$ cat src/rtl/load_store_unit_if.sv
// -----------------------------------------------------------------------------
// load_store_unit_if
//   Request/acknowledge bus between the load/store unit and a variable-latency
//   data memory.
//   master (LSU side):    drives mem_req, mem_we, mem_addr, mem_be, mem_wdata;
//                         samples mem_ack, mem_rdata
//   slave (memory side):  samples the request fields; drives mem_ack, mem_rdata
//   mem_req    1   request, held high until mem_ack
//   mem_we     1   1 = write
//   mem_addr   32  word-aligned address
//   mem_be     4   byte enables
//   mem_wdata  32  lane-replicated store data
//   mem_ack    1   access complete; mem_rdata valid in the same cycle for reads
//   mem_rdata  32  read word
// -----------------------------------------------------------------------------
interface load_store_unit_if;
  logic        mem_req;
  logic        mem_we;
  logic [31:0] mem_addr;
  logic [3:0]  mem_be;
  logic [31:0] mem_wdata;
  logic        mem_ack;
  logic [31:0] mem_rdata;

  modport master (
    output mem_req, mem_we, mem_addr, mem_be, mem_wdata,
    input  mem_ack, mem_rdata
  );

  modport slave (
    input  mem_req, mem_we, mem_addr, mem_be, mem_wdata,
    output mem_ack, mem_rdata
  );
endinterface

$ cat src/rtl/load_store_unit.sv
// -----------------------------------------------------------------------------
// load_store_unit
//   Sits after the ALU/register-file stage of a single-cycle core and replaces
//   the ideal data memory. Performs byte/half/word loads and stores over a
//   req/ack bus, stalls the core until the access completes, and returns the
//   sign/zero-extended load data.
// Parameters
//   TIMEOUT_CYCLES  ACCESS cycles without mem_ack before the access is aborted
//                   with bus_err (1..65535)
// Ports
//   clk, reset   clock and synchronous active-high reset
//   MemRead      load request
//   MemWrite     store request (wins over MemRead)
//   funct3       access size/sign: 000 b, 001 h, 010 w, 100 bu, 101 hu
//   A, WD        byte effective address, right-aligned store data
//   RD           extended load data, valid in the DONE cycle, else 0
//   Stall        hold PC and suppress RegWrite while high
//   fault        misaligned address or illegal funct3 (no bus access)
//   bus_err      timed-out access, high in its DONE cycle
//   bus          memory bus (master side)
// -----------------------------------------------------------------------------
module load_store_unit #(
  parameter int unsigned TIMEOUT_CYCLES = 255
) (
  input  logic                     clk,
  input  logic                     reset,
  input  logic                     MemRead,
  input  logic                     MemWrite,
  input  logic [2:0]               funct3,
  input  logic [31:0]              A,
  input  logic [31:0]              WD,
  output logic [31:0]              RD,
  output logic                     Stall,
  output logic                     fault,
  output logic                     bus_err,
  load_store_unit_if.master        bus
);

  localparam logic [1:0] ST_IDLE   = 2'd0;
  localparam logic [1:0] ST_ACCESS = 2'd1;
  localparam logic [1:0] ST_DONE   = 2'd2;

  localparam logic [15:0] CNT_LAST = 16'(TIMEOUT_CYCLES - 1);

  logic [1:0]  state_q, state_d;
  logic [15:0] cnt_q, cnt_d;
  logic        we_q, we_d;
  logic [31:0] addr_q, addr_d;
  logic [3:0]  be_q, be_d;
  logic [31:0] wdata_q, wdata_d;
  logic [2:0]  f3_q, f3_d;
  logic [1:0]  lane_q, lane_d;
  logic [31:0] rdata_q, rdata_d;
  logic        berr_q, berr_d;
  // Blocks new requests in the first cycle out of reset so every output
  // reads 0 there, whatever the core presents.
  logic        hold_q, hold_d;

  logic        req_ok;
  logic        legal_f3;
  logic        aligned;

  // Byte enables of a store for its size and address offset.
  function automatic logic [3:0] store_be(input logic [2:0] f3, input logic [1:0] lo);
    case (f3[1:0])
      2'b00:   store_be = 4'b0001 << lo;
      2'b01:   store_be = 4'b0011 << {lo[1], 1'b0};
      default: store_be = 4'b1111;
    endcase
  endfunction

  // Replicate the store operand across all lanes it could land in, so the
  // byte enables alone select the written bytes.
  function automatic logic [31:0] store_data(input logic [2:0] f3, input logic [31:0] wd);
    case (f3[1:0])
      2'b00:   store_data = {4{wd[7:0]}};
      2'b01:   store_data = {2{wd[15:0]}};
      default: store_data = wd;
    endcase
  endfunction

  // Pick the addressed byte/half from the read word and extend it.
  function automatic logic [31:0] load_ext(input logic [2:0] f3, input logic [1:0] lo,
                                           input logic [31:0] word);
    logic [7:0]  b;
    logic [15:0] h;
    b = word[{lo, 3'b000} +: 8];
    h = lo[1] ? word[31:16] : word[15:0];
    case (f3)
      3'b000:  load_ext = {{24{b[7]}}, b};
      3'b100:  load_ext = {24'd0, b};
      3'b001:  load_ext = {{16{h[15]}}, h};
      3'b101:  load_ext = {16'd0, h};
      default: load_ext = word;
    endcase
  endfunction

  always_comb begin
    req_ok = (MemRead | MemWrite) & ~hold_q;

    case (funct3)
      3'b000, 3'b001, 3'b010: legal_f3 = 1'b1;
      3'b100, 3'b101:         legal_f3 = ~MemWrite;   // unsigned forms are load-only
      default:                legal_f3 = 1'b0;
    endcase

    case (funct3[1:0])
      2'b01:   aligned = ~A[0];
      2'b10:   aligned = (A[1:0] == 2'b00);
      default: aligned = 1'b1;
    endcase
  end

  always_comb begin
    state_d = state_q;
    cnt_d   = cnt_q;
    we_d    = we_q;
    addr_d  = addr_q;
    be_d    = be_q;
    wdata_d = wdata_q;
    f3_d    = f3_q;
    lane_d  = lane_q;
    rdata_d = rdata_q;
    berr_d  = berr_q;
    hold_d  = 1'b0;
    Stall   = 1'b0;
    fault   = 1'b0;

    case (state_q)
      ST_IDLE: begin
        if (req_ok) begin
          if (!legal_f3 || !aligned) begin
            fault = 1'b1;
          end else begin
            Stall   = 1'b1;
            we_d    = MemWrite;
            addr_d  = {A[31:2], 2'b00};
            be_d    = MemWrite ? store_be(funct3, A[1:0]) : 4'b1111;
            wdata_d = MemWrite ? store_data(funct3, WD) : 32'd0;
            f3_d    = funct3;
            lane_d  = A[1:0];
            cnt_d   = 16'd0;
            berr_d  = 1'b0;
            rdata_d = 32'd0;
            state_d = ST_ACCESS;
          end
        end
      end

      ST_ACCESS: begin
        Stall = 1'b1;
        cnt_d = cnt_q + 16'd1;
        if (bus.mem_ack) begin
          rdata_d = we_q ? 32'd0 : load_ext(f3_q, lane_q, bus.mem_rdata);
          berr_d  = 1'b0;
          state_d = ST_DONE;
        end else if (cnt_q == CNT_LAST) begin
          rdata_d = 32'd0;
          berr_d  = 1'b1;
          state_d = ST_DONE;
        end
      end

      // The committing instruction is still on the inputs here; ignore it.
      ST_DONE: begin
        state_d = ST_IDLE;
      end

      default: begin
        state_d = ST_IDLE;
      end
    endcase

    bus.mem_req   = (state_q == ST_ACCESS);
    bus.mem_we    = (state_q == ST_ACCESS) & we_q;
    bus.mem_addr  = (state_q == ST_ACCESS) ? addr_q  : 32'd0;
    bus.mem_be    = (state_q == ST_ACCESS) ? be_q    : 4'd0;
    bus.mem_wdata = (state_q == ST_ACCESS) ? wdata_q : 32'd0;
    RD            = (state_q == ST_DONE)   ? rdata_q : 32'd0;
    bus_err       = (state_q == ST_DONE) & berr_q;

    // Everything reads 0 while reset is held, including an access in flight.
    if (reset) begin
      Stall         = 1'b0;
      fault         = 1'b0;
      bus.mem_req   = 1'b0;
      bus.mem_we    = 1'b0;
      bus.mem_addr  = 32'd0;
      bus.mem_be    = 4'd0;
      bus.mem_wdata = 32'd0;
      RD            = 32'd0;
      bus_err       = 1'b0;
    end
  end

  always_ff @(posedge clk) begin
    if (reset) begin
      state_q <= ST_IDLE;
      cnt_q   <= 16'd0;
      we_q    <= 1'b0;
      addr_q  <= 32'd0;
      be_q    <= 4'd0;
      wdata_q <= 32'd0;
      f3_q    <= 3'd0;
      lane_q  <= 2'd0;
      rdata_q <= 32'd0;
      berr_q  <= 1'b0;
      hold_q  <= 1'b1;
    end else begin
      state_q <= state_d;
      cnt_q   <= cnt_d;
      we_q    <= we_d;
      addr_q  <= addr_d;
      be_q    <= be_d;
      wdata_q <= wdata_d;
      f3_q    <= f3_d;
      lane_q  <= lane_d;
      rdata_q <= rdata_d;
      berr_q  <= berr_d;
      hold_q  <= hold_d;
    end
  end

endmodule
$ cat src/flat_wrapper.sv
// flat-port wrapper written by rule: the top's interface ports become plain ports
module load_store_unit_flat 
#(
  parameter int unsigned TIMEOUT_CYCLES = 255
)
  (clk, reset, MemRead, MemWrite, funct3, A, WD, RD, Stall, fault, bus_err, bus_mem_req, bus_mem_we, bus_mem_addr, bus_mem_be, bus_mem_wdata, bus_mem_ack, bus_mem_rdata);
  load_store_unit_if bus_i ();
  input  logic clk;
  input  logic reset;
  input  logic MemRead;
  input  logic MemWrite;
  input  logic [2:0] funct3;
  input  logic [31:0] A;
  input  logic [31:0] WD;
  output logic [31:0] RD;
  output logic Stall;
  output logic fault;
  output logic bus_err;
  output wire logic [$bits(bus_i.mem_req)-1:0] bus_mem_req;
  output wire logic [$bits(bus_i.mem_we)-1:0] bus_mem_we;
  output wire logic [$bits(bus_i.mem_addr)-1:0] bus_mem_addr;
  output wire logic [$bits(bus_i.mem_be)-1:0] bus_mem_be;
  output wire logic [$bits(bus_i.mem_wdata)-1:0] bus_mem_wdata;
  input wire logic [$bits(bus_i.mem_ack)-1:0] bus_mem_ack;
  input wire logic [$bits(bus_i.mem_rdata)-1:0] bus_mem_rdata;
  assign bus_mem_req = bus_i.mem_req;
  assign bus_mem_we = bus_i.mem_we;
  assign bus_mem_addr = bus_i.mem_addr;
  assign bus_mem_be = bus_i.mem_be;
  assign bus_mem_wdata = bus_i.mem_wdata;
  assign bus_i.mem_ack = bus_mem_ack;
  assign bus_i.mem_rdata = bus_mem_rdata;
  load_store_unit #(.TIMEOUT_CYCLES(TIMEOUT_CYCLES)) u_core (.clk(clk), .reset(reset), .MemRead(MemRead), .MemWrite(MemWrite), .funct3(funct3), .A(A), .WD(WD), .RD(RD), .Stall(Stall), .fault(fault), .bus_err(bus_err), .bus(bus_i));
endmodule
$ cat config.mk
export PLATFORM = sky130hd
export DESIGN_NAME = load_store_unit_flat
export DESIGN_NICKNAME = d
export VERILOG_FILES = /design/src/rtl/load_store_unit_if.sv /design/src/rtl/load_store_unit.sv /design/src/flat_wrapper.sv
export SDC_FILE = /design/constraint.sdc
export NUM_CORES = 1
export LEC_CHECK = 0
export CAP_MARGIN = 40
export CORE_MARGIN = 1
export CORE_UTILIZATION = 42
export CTS_CLUSTER_SIZE = 30
export DETAILED_ROUTE_END_ITERATION = 10
export PLACE_DENSITY = 0.75
export SKIP_CTS_REPAIR_TIMING = 1
export SYNTH_ARGS = -nofsm -noshare
export SYNTH_HDL_FRONTEND = slang
export SYNTH_SLANG_ARGS = --single-unit
$ cat constraint.sdc
create_clock -name clk -period 5.5 [get_ports clk]
set_clock_uncertainty 0.1 [all_clocks]
set_input_delay 0.55 -clock clk [delete_from_list [all_inputs] [get_ports clk]]
set_output_delay 0.55 -clock clk [all_outputs]
set_load 0.02 [all_outputs]
==> Flow_metrics.wiki, run 1 <==
{| class="wikitable"
! Metric !! Value
|-
| Clock tree from TritonCTS || yes
|-
| Initial Util || 43.5%
|-
| Area share of the largest cell type after synthesis || 40.8%
|-
| Final Power || 2.33 mW
|-
| Synthesized cell area || 6090 µm²
|-
| Endpoint type of the worst setup path || output port
|-
| Later-pin clock latency in the skew report || 0.42 ns
|-
| Cell type contributing the most total cell area after synthesis || sky130_fd_sc_hd__dfxtp_1
|-
| Post-synthesis cell count || 770
|-
| Largest net degree at the start of global routing || 65
|-
| Run status || finished, final reports clean
|-
| Most common cell after layout, fill and taps aside || sky130_fd_sc_hd__clkdlybuf4s50_1
|-
| Critical path fanouts, max || 22
|-
| Max-slew violation count || 0
|-
| Number of antenna diodes || 0
|-
| Remaining design rule violation count || 0
|-
| Arrival @ worst endpoint || 3.59 ns
|-
| Maximum frequency from static timing analysis || 236 MHz
|-
| Maximum vdd drop || 0.245 mV
|-
| Number of placed cells counting well taps || 1,111
|-
| Number of flops mapped to enable cells by yosys || 0
|-
| Root Buffer || sky130_fd_sc_hd__clkbuf_16
|-
| Number of antenna violations at the first check in global routing || 0
|-
| Post-detailed-placement half-perimeter wirelength || 12.9 mm
|-
| RD Place Congestion || 0.850
|-
| Average vias per placed instance || 5.41
|-
| Layout overhead on the synthesized area || 45.7%
|-
| Post-synth top flop || sky130_fd_sc_hd__dfxtp_1
|-
| Number of max-cap violations || 0
|-
| Final Setup Violations || 0
|-
| Number of antenna-violating nets in the routed design || 0
|-
| Fill cell count || 1,237
|-
| Die height || 122 µm
|-
| Fraction of the yosys area taken by sequential cells || 40.8%
|-
| Post-synthesis average cell area || 7.91 µm²
|-
| Die width || 122 µm
|-
| Main combinational cell family by area after synthesis || simple AND/OR/NAND/NOR gates
|-
| Total wire length || 18.6 mm
|-
| Crit Path Class || in -> out
|-
| Data required time at the worst endpoint || 4.85 ns
|-
| Die Area || 15,000 µm²
|-
| Setup crit start kind || input pin
|-
| 1st-iter DRT viols || 559
|-
| Parity-gate share of the synthesized area counting xor and xnor cells || 0%
|-
| Reg-to-Reg Start || u_core.state_q[1]
|-
| HP Start || u_core.wdata_q[14]
|-
| Most frequent cells in the layout || 205 x sky130_fd_sc_hd__clkdlybuf4s50_1, 124 x sky130_fd_sc_hd__dfxtp_1, 118 x sky130_fd_sc_hd__nand2_1
|-
| Transition time of the tightest slew-check pin || 0.898 ns
|-
| Area contributors post-synth || sky130_fd_sc_hd__dfxtp_1 41%, sky130_fd_sc_hd__and2_1 8.1%, sky130_fd_sc_hd__nand2_1 7.3%, sky130_fd_sc_hd__a21oi_1 6.6%, sky130_fd_sc_hd__o21ai_0 3.6%
|-
| Compound-cell area share of the yosys netlist || 23.0%
|-
| Fraction of final layout cells sized beyond drive strength 1 || 5.93%
|-
| Flops & latches, synth || 124
|-
| Nets || 1,059
|-
| Final hold violation count || 0
|-
| CTS sink count || 124
|-
| FP Rows || 43
|-
| Simple logic cell fraction of the synthesized area || 26.6%
|-
| Ports placed on the boundary || 209
|-
| Core region area || 14,000 µm²
|-
| Port buffer count || 206
|-
| RSZ-0062 raised after global routing || false
|-
| Multi-input gate area in the final layout || 3320 µm²
|-
| Count of distinct cell types in the synthesized netlist || 53
|-
| Wire per inst || 16.3 µm
|-
| Fraction of the mapped netlist area in adder cells || 1.03%
|-
| Residual overflow from global routing || 0
|-
| Global-route wire length before repair || 29.5 mm
|-
| Final cell count without fillers || 1,142
|-
| Number of buffers inserted during clock tree synthesis || 17
|-
| Total power per unit cell area || 263 nW/µm²
|-
| Via count of the first global-routing pass || 5,679
|-
| Final cycle utilization of the critical path || 77.1%
|-
| Clock transition at the registers of the reported paths || 0.06 ns
|-
| Worst setup startpoint || funct3[1]
|-
| All-layer global routing usage || 25.4%
|-
| Via count || 6,173
|-
| Register area || 2480 µm²
|-
| Accumulated negative setup slack || 0 ns
|-
| Max_slew headroom || 39.8%
|-
| Total number of H-tree levels || 4
|-
| Static Leak || 3.15 nW
|-
| Post-synth ARST share || 0%
|-
| Worst hold-check path type || reg -> reg
|-
| Count of synthesis-stage warnings from yosys || 0
|-
| Post-route minimum period || 4.24 ns
|-
| Deepest clock path buffer count || 2
|-
| Detailed-router iteration count before antenna repair || 7
|-
| Share of cell area taken by muxes after synthesis || 3.43%
|}
==> metrics by stage <==
| step | worst slack, ns | util [%] | area [µm²] | hold slack, ns |
|---|---|---|---|---|
| floorplan | 2.17 | - | 6090 | 0.317 |
| global placement | 1.39 | 58.9 | 8240 | 0.329 |
| detailed placement | 1.30 | 59.1 | 8270 | 0.335 |
| CTS | 1.29 | 63.5 | 8880 | 0.348 |
| global route | 1.14 | 63.5 | 8880 | 0.364 |
| finish | 1.26 | 63.5 | 8880 | 0.347 |
==> final timing paths <==
kind | to | slack (ns) | cells past startpoint
worst min-delay path | u_core.wdata_q[14] | 0.35 | 2
worst max register to register | u_core.wdata_q[11] | 2.83 | 5
worst max-delay path | Stall | 1.26 | 9
worst min register to register | u_core.wdata_q[14] | 0.35 | 2
==> synthesized netlist by cell type (7+ instances only) <==
cell	n
sky130_fd_sc_hd__a22o_1	16
sky130_fd_sc_hd__a32o_1	9
sky130_fd_sc_hd__and2_1	79
sky130_fd_sc_hd__o21ai_0	44
sky130_fd_sc_hd__dfxtp_1	124
sky130_fd_sc_hd__a21oi_1	80
sky130_fd_sc_hd__nor3_1	11
sky130_fd_sc_hd__clkbuf_1	47
sky130_fd_sc_hd__nor2_1	48
sky130_fd_sc_hd__nor3b_1	7
sky130_fd_sc_hd__inv_1	19
sky130_fd_sc_hd__nand2b_1	13
sky130_fd_sc_hd__nand2_1	118
sky130_fd_sc_hd__or3_1	10
sky130_fd_sc_hd__mux2i_1	13
sky130_fd_sc_hd__o2bb2ai_1	16
sky130_fd_sc_hd__o22ai_1	22
sky130_fd_sc_hd__nand3_1	9
==> layout make-up <==
| cell class | count | share of cell area [%] |
|---|---|---|
| clock buffer | 18 | 4.95 |
| timing repair buffer | 219 | 24.5 |
| multi-input combinational | 569 | 37.4 |
| sequential | 124 | 28.0 |
| inverter | 19 | 0.803 |
| clock inverter | 13 | 1.89 |
| tap | 180 | 2.54 |
==> critical path, cell delays in order <==
cell and delay, ns:
sky130_fd_sc_hd__clkdlybuf4s50_1 0.62, sky130_fd_sc_hd__inv_1 0.10, sky130_fd_sc_hd__ha_1 0.34, sky130_fd_sc_hd__or2_2 0.53, sky130_fd_sc_hd__o2bb2ai_2 0.42, sky130_fd_sc_hd__o21a_1 0.20
sky130_fd_sc_hd__buf_4 0.22, sky130_fd_sc_hd__nor2_1 0.06, sky130_fd_sc_hd__clkdlybuf4s50_1 0.54
==> layer usage <==
metal / GRT usage [%] / vias up / share of wire [%]
li1: - / 3059 / -
met1: 33.9 / 2881 / 46
met2: 39.2 / 211 / 45
met3: 8.09 / 22 / 7.6
met4: 7.24 / 0 / 1.1
met5: 0 / - / 0
==> logic make-up after synthesis <==
kind of cell / count (synthesis)
AOI/OAI and AO/OA: 222
adders and majority gates: 5
buffers and inverters: 78
DFF: 124
muxes: 17
other: 1
and+or+nand+nor: 323
==> sequential cells by signal, indices dropped and copies added (netlist names) <==
signal          flops
u_core.rdata_q     32
u_core.we_q         1
u_core.cnt_q       16
u_core.state_q      2
u_core.hold_q       1
u_core.lane_q       2
u_core.berr_q       1
u_core.f3_q         3
u_core.addr_q      30
u_core.wdata_q     32
u_core.be_q         4
==> power breakdown <==
| group | switching, mW | internal [mW] | total [mW] |
|---|---|---|---|
| Combinational | 0.124 | 0.118 | 0.242 |
| Clock | 0.435 | 0.724 | 1.16 |
| Sequential | 0.0131 | 0.919 | 0.932 |
| Total | 0.571 | 1.76 | 2.33 |
(Power assumes the default switching activity.)
==> run 2, diff against run 1 <==
- clock period: 5.5 -> 4 ns (I/O delays scaled with it)
==> Flow_metrics.wiki, run 2 (same netlist as run 1, synthesis figures left out) <==
{| class="wikitable"
! Metric !! Value
|-
| Maximum frequency from static timing analysis || 276 MHz
|-
| Post-detailed-placement half-perimeter wirelength || 12.5 mm (-2.8%)
|-
| Power share of the sequential group || 40.6% (+0.6 points)
|-
| Initial Util || 43.5% (unchanged)
|-
| Total power per unit cell area || 355 nW/µm² (+35%)
|-
| Final hold violation count || 0 (unchanged)
|-
| Setup slack of the most critical reg-to-reg path || 1.53 ns (-1.30 ns)
|-
| Via count of the first global-routing pass || 5,598 (-1.4%)
|-
| CTS sink count || 124 (unchanged)
|-
| Final Setup Violations || 0 (unchanged)
|-
| Port buffer count || 206 (unchanged)
|-
| Arrival @ worst endpoint || 3.12 ns (-0.47 ns)
|-
| Critical register-to-register path endpoint || u_core.f3_q[1]
|-
| Maximum vdd drop || 0.268 mV (+9.2%)
|-
| Number of buffers inserted during clock tree synthesis || 17 (unchanged)
|-
| Later-pin clock latency in the skew report || 0.42 ns (about the same)
|-
| Number of antenna-violating nets in the routed design || 0 (unchanged)
|-
| Final Power || 3.15 mW (+35%)
|-
| Post-route minimum period || 3.62 ns
|-
| Reported net switching power || 0.719 mW (+26%)
|-
| Layout overhead on the synthesized area || 45.9%
|-
| Deepest clock path buffer count || 2 (unchanged)
|-
| Largest registers in the final layout || u_core.rdata_q (32), u_core.wdata_q (32), u_core.addr_q (30)
|-
| Ports placed on the boundary || 209 (unchanged)
|-
| Detailed-router iteration count before antenna repair || 5 (-2)
|-
| Critical path fanouts, max || 20 (-9.1%)
|-
| Wire per inst || 15.6 µm (-4.2%)
|-
| Die height || 122 µm (unchanged)
|-
| Most frequent cells in the layout || 205 x sky130_fd_sc_hd__clkdlybuf4s50_1, 124 x sky130_fd_sc_hd__dfxtp_1, 118 x sky130_fd_sc_hd__nand2_1
|-
| Clock transition at the registers of the reported paths || 0.05 ns (about the same)
|-
| Worst setup startpoint || funct3[1]
|-
| All-layer global routing usage || 24.2% (-1.2 points)
|-
| Clock tree from TritonCTS || yes
|-
| Setup crit start kind || input pin
|-
| Internal Power || 2.44 mW (+38%)
|-
| Register area || 2480 µm² (unchanged)
|-
| Number of max-cap violations || 0 (unchanged)
|-
| Multi-input gate area in the final layout || 3310 µm² (-0.15%)
|-
| Accumulated negative setup slack || 0 ns (unchanged)
|-
| Most common cell after layout, fill and taps aside || sky130_fd_sc_hd__clkdlybuf4s50_1
|-
| Final cycle utilization of the critical path || 90.6%
|-
| Final Cell Area || 8890 µm² (+0.14%)
|-
| Largest net degree at the start of global routing || 61 (-6.2%)
|-
| Fraction of final layout cells sized beyond drive strength 1 || 5.89% (-0.037 points)
|-
| Die Area || 15,000 µm² (unchanged)
|-
| Post-detailed-placement cell area || 8300 µm² (+0.39%)
|-
| Critical path capture point || Stall
|-
| Switching Share || 22.8% (-1.7 points)
|-
| Residual overflow from global routing || 0 (unchanged)
|-
| Number of antenna diodes || 0 (unchanged)
|-
| 1st-iter DRT viols || 549 (-1.8%)
|-
| Endpoint type of the worst setup path || output port
|-
| Total wire length || 17.9 mm (-3.7%)
|-
| Nets || 1,064 (+0.47%)
|-
| Number of antenna violations at the first check in global routing || 0 (unchanged)
|-
| Max_slew headroom || 49.1% (+9.4 points)
|-
| Root Buffer || sky130_fd_sc_hd__clkbuf_16
|-
| RD Place Congestion || 0.807 (-5.0%)
|-
| Remaining design rule violation count || 0 (unchanged)
|-
| Total number of H-tree levels || 4 (unchanged)
|-
| Global-route wire length before repair || 28.3 mm (-4.0%)
|-
| Worst hold-check path type || in -> reg
|-
| Max-slew violation count || 0 (unchanged)
|-
| Average vias per placed instance || 5.32 (-1.6%)
|-
| Crit Path Class || in -> out
|-
| Static Leak || 3.17 nW (+0.80%)
|-
| Fill cell count || 1,225 (-0.97%)
|-
| Proportion of power drawn by combinational gates || 10.5% (about the same)
|-
| FP Rows || 43 (unchanged)
|-
| RSZ-0062 raised after global routing || false
|-
| Share of power burned in the clock network || 48.8% (-0.9 points)
|-
| Die width || 122 µm (unchanged)
|-
| Run status || finished, final reports clean
|-
| Data required time at the worst endpoint || 3.50 ns (-1.35 ns)
|-
| Reg2Reg Depth || 6 (+1)
|-
| Via count || 6,107 (-1.1%)
|-
| Transition time of the tightest slew-check pin || 0.762 ns (-0.136 ns)
|-
| Core region area || 14,000 µm² (unchanged)
|-
| Reg-to-Reg Start || u_core.state_q[1]
|}
-- run 2: worst min path at each step --
stage	startpoint	cells past startpoint	to
after global routing	reset	3	u_core.state_q[1]
after detailed placement	u_core.wdata_q[28]	2	u_core.wdata_q[28]
after CTS	reset	3	u_core.state_q[1]
after floorplan	u_core.wdata_q[10]	2	u_core.wdata_q[10]
after global placement	u_core.wdata_q[9]	2	u_core.wdata_q[9]
final	reset	3	u_core.state_q[1]
-- run 2: final cells by class --
type / count / area share [%]
Clock buffer: 24 / 5.31
Clock inverter: 8 / 1.30
Inverter: 19 / 0.802
Multi-Input combinational cell: 569 / 37.2
Sequential cell: 124 / 27.9
Tap cell: 180 / 2.53
Timing Repair Buffer: 224 / 24.9
-- run 2: layer usage --
metal,global-route usage [%],wire [µm],up-vias
li1,-,-,3069
met5,0,0,-
met3,6.97,1430,17
met2,36.7,8130,234
met1,32.7,8100,2787
met4,8.23,233,0
-- run 2: through the flow --
step	hold WS, ns	cells	util, %	setup slack (ns)
after global placement	0.328	1115	59.2	0.359
final	0.249	1148	63.5	0.377
after floorplan	0.317	771	-	0.972
after global routing	0.271	1148	63.5	0.264
after detailed placement	0.338	1116	59.3	0.385
after CTS	0.232	1148	63.5	0.382
-- run 2: power groups by stage --
| stage | combinational (mW) | clock [mW] | sequential [mW] |
|---|---|---|---|
| finish | 0.333 | 1.54 | 1.28 |
| global route | 0.362 | 1.61 | 1.28 |
| CTS | 0.332 | 1.56 | 1.28 |
| detailed placement | 0.329 | 0 | 1.31 |
| global placement | 0.323 | 0 | 1.31 |
| floorplan | 0.166 | 0 | 1.30 |
-- run 2: worst max-delay path: stages --
cell                              delay, ns
sky130_fd_sc_hd__clkdlybuf4s50_1       0.55
sky130_fd_sc_hd__inv_1                 0.09
sky130_fd_sc_hd__ha_1                  0.31
sky130_fd_sc_hd__or2_2                 0.50
sky130_fd_sc_hd__o2bb2ai_2             0.40
sky130_fd_sc_hd__o21a_1                0.24
sky130_fd_sc_hd__nor2_1                0.06
sky130_fd_sc_hd__clkdlybuf4s50_1       0.56
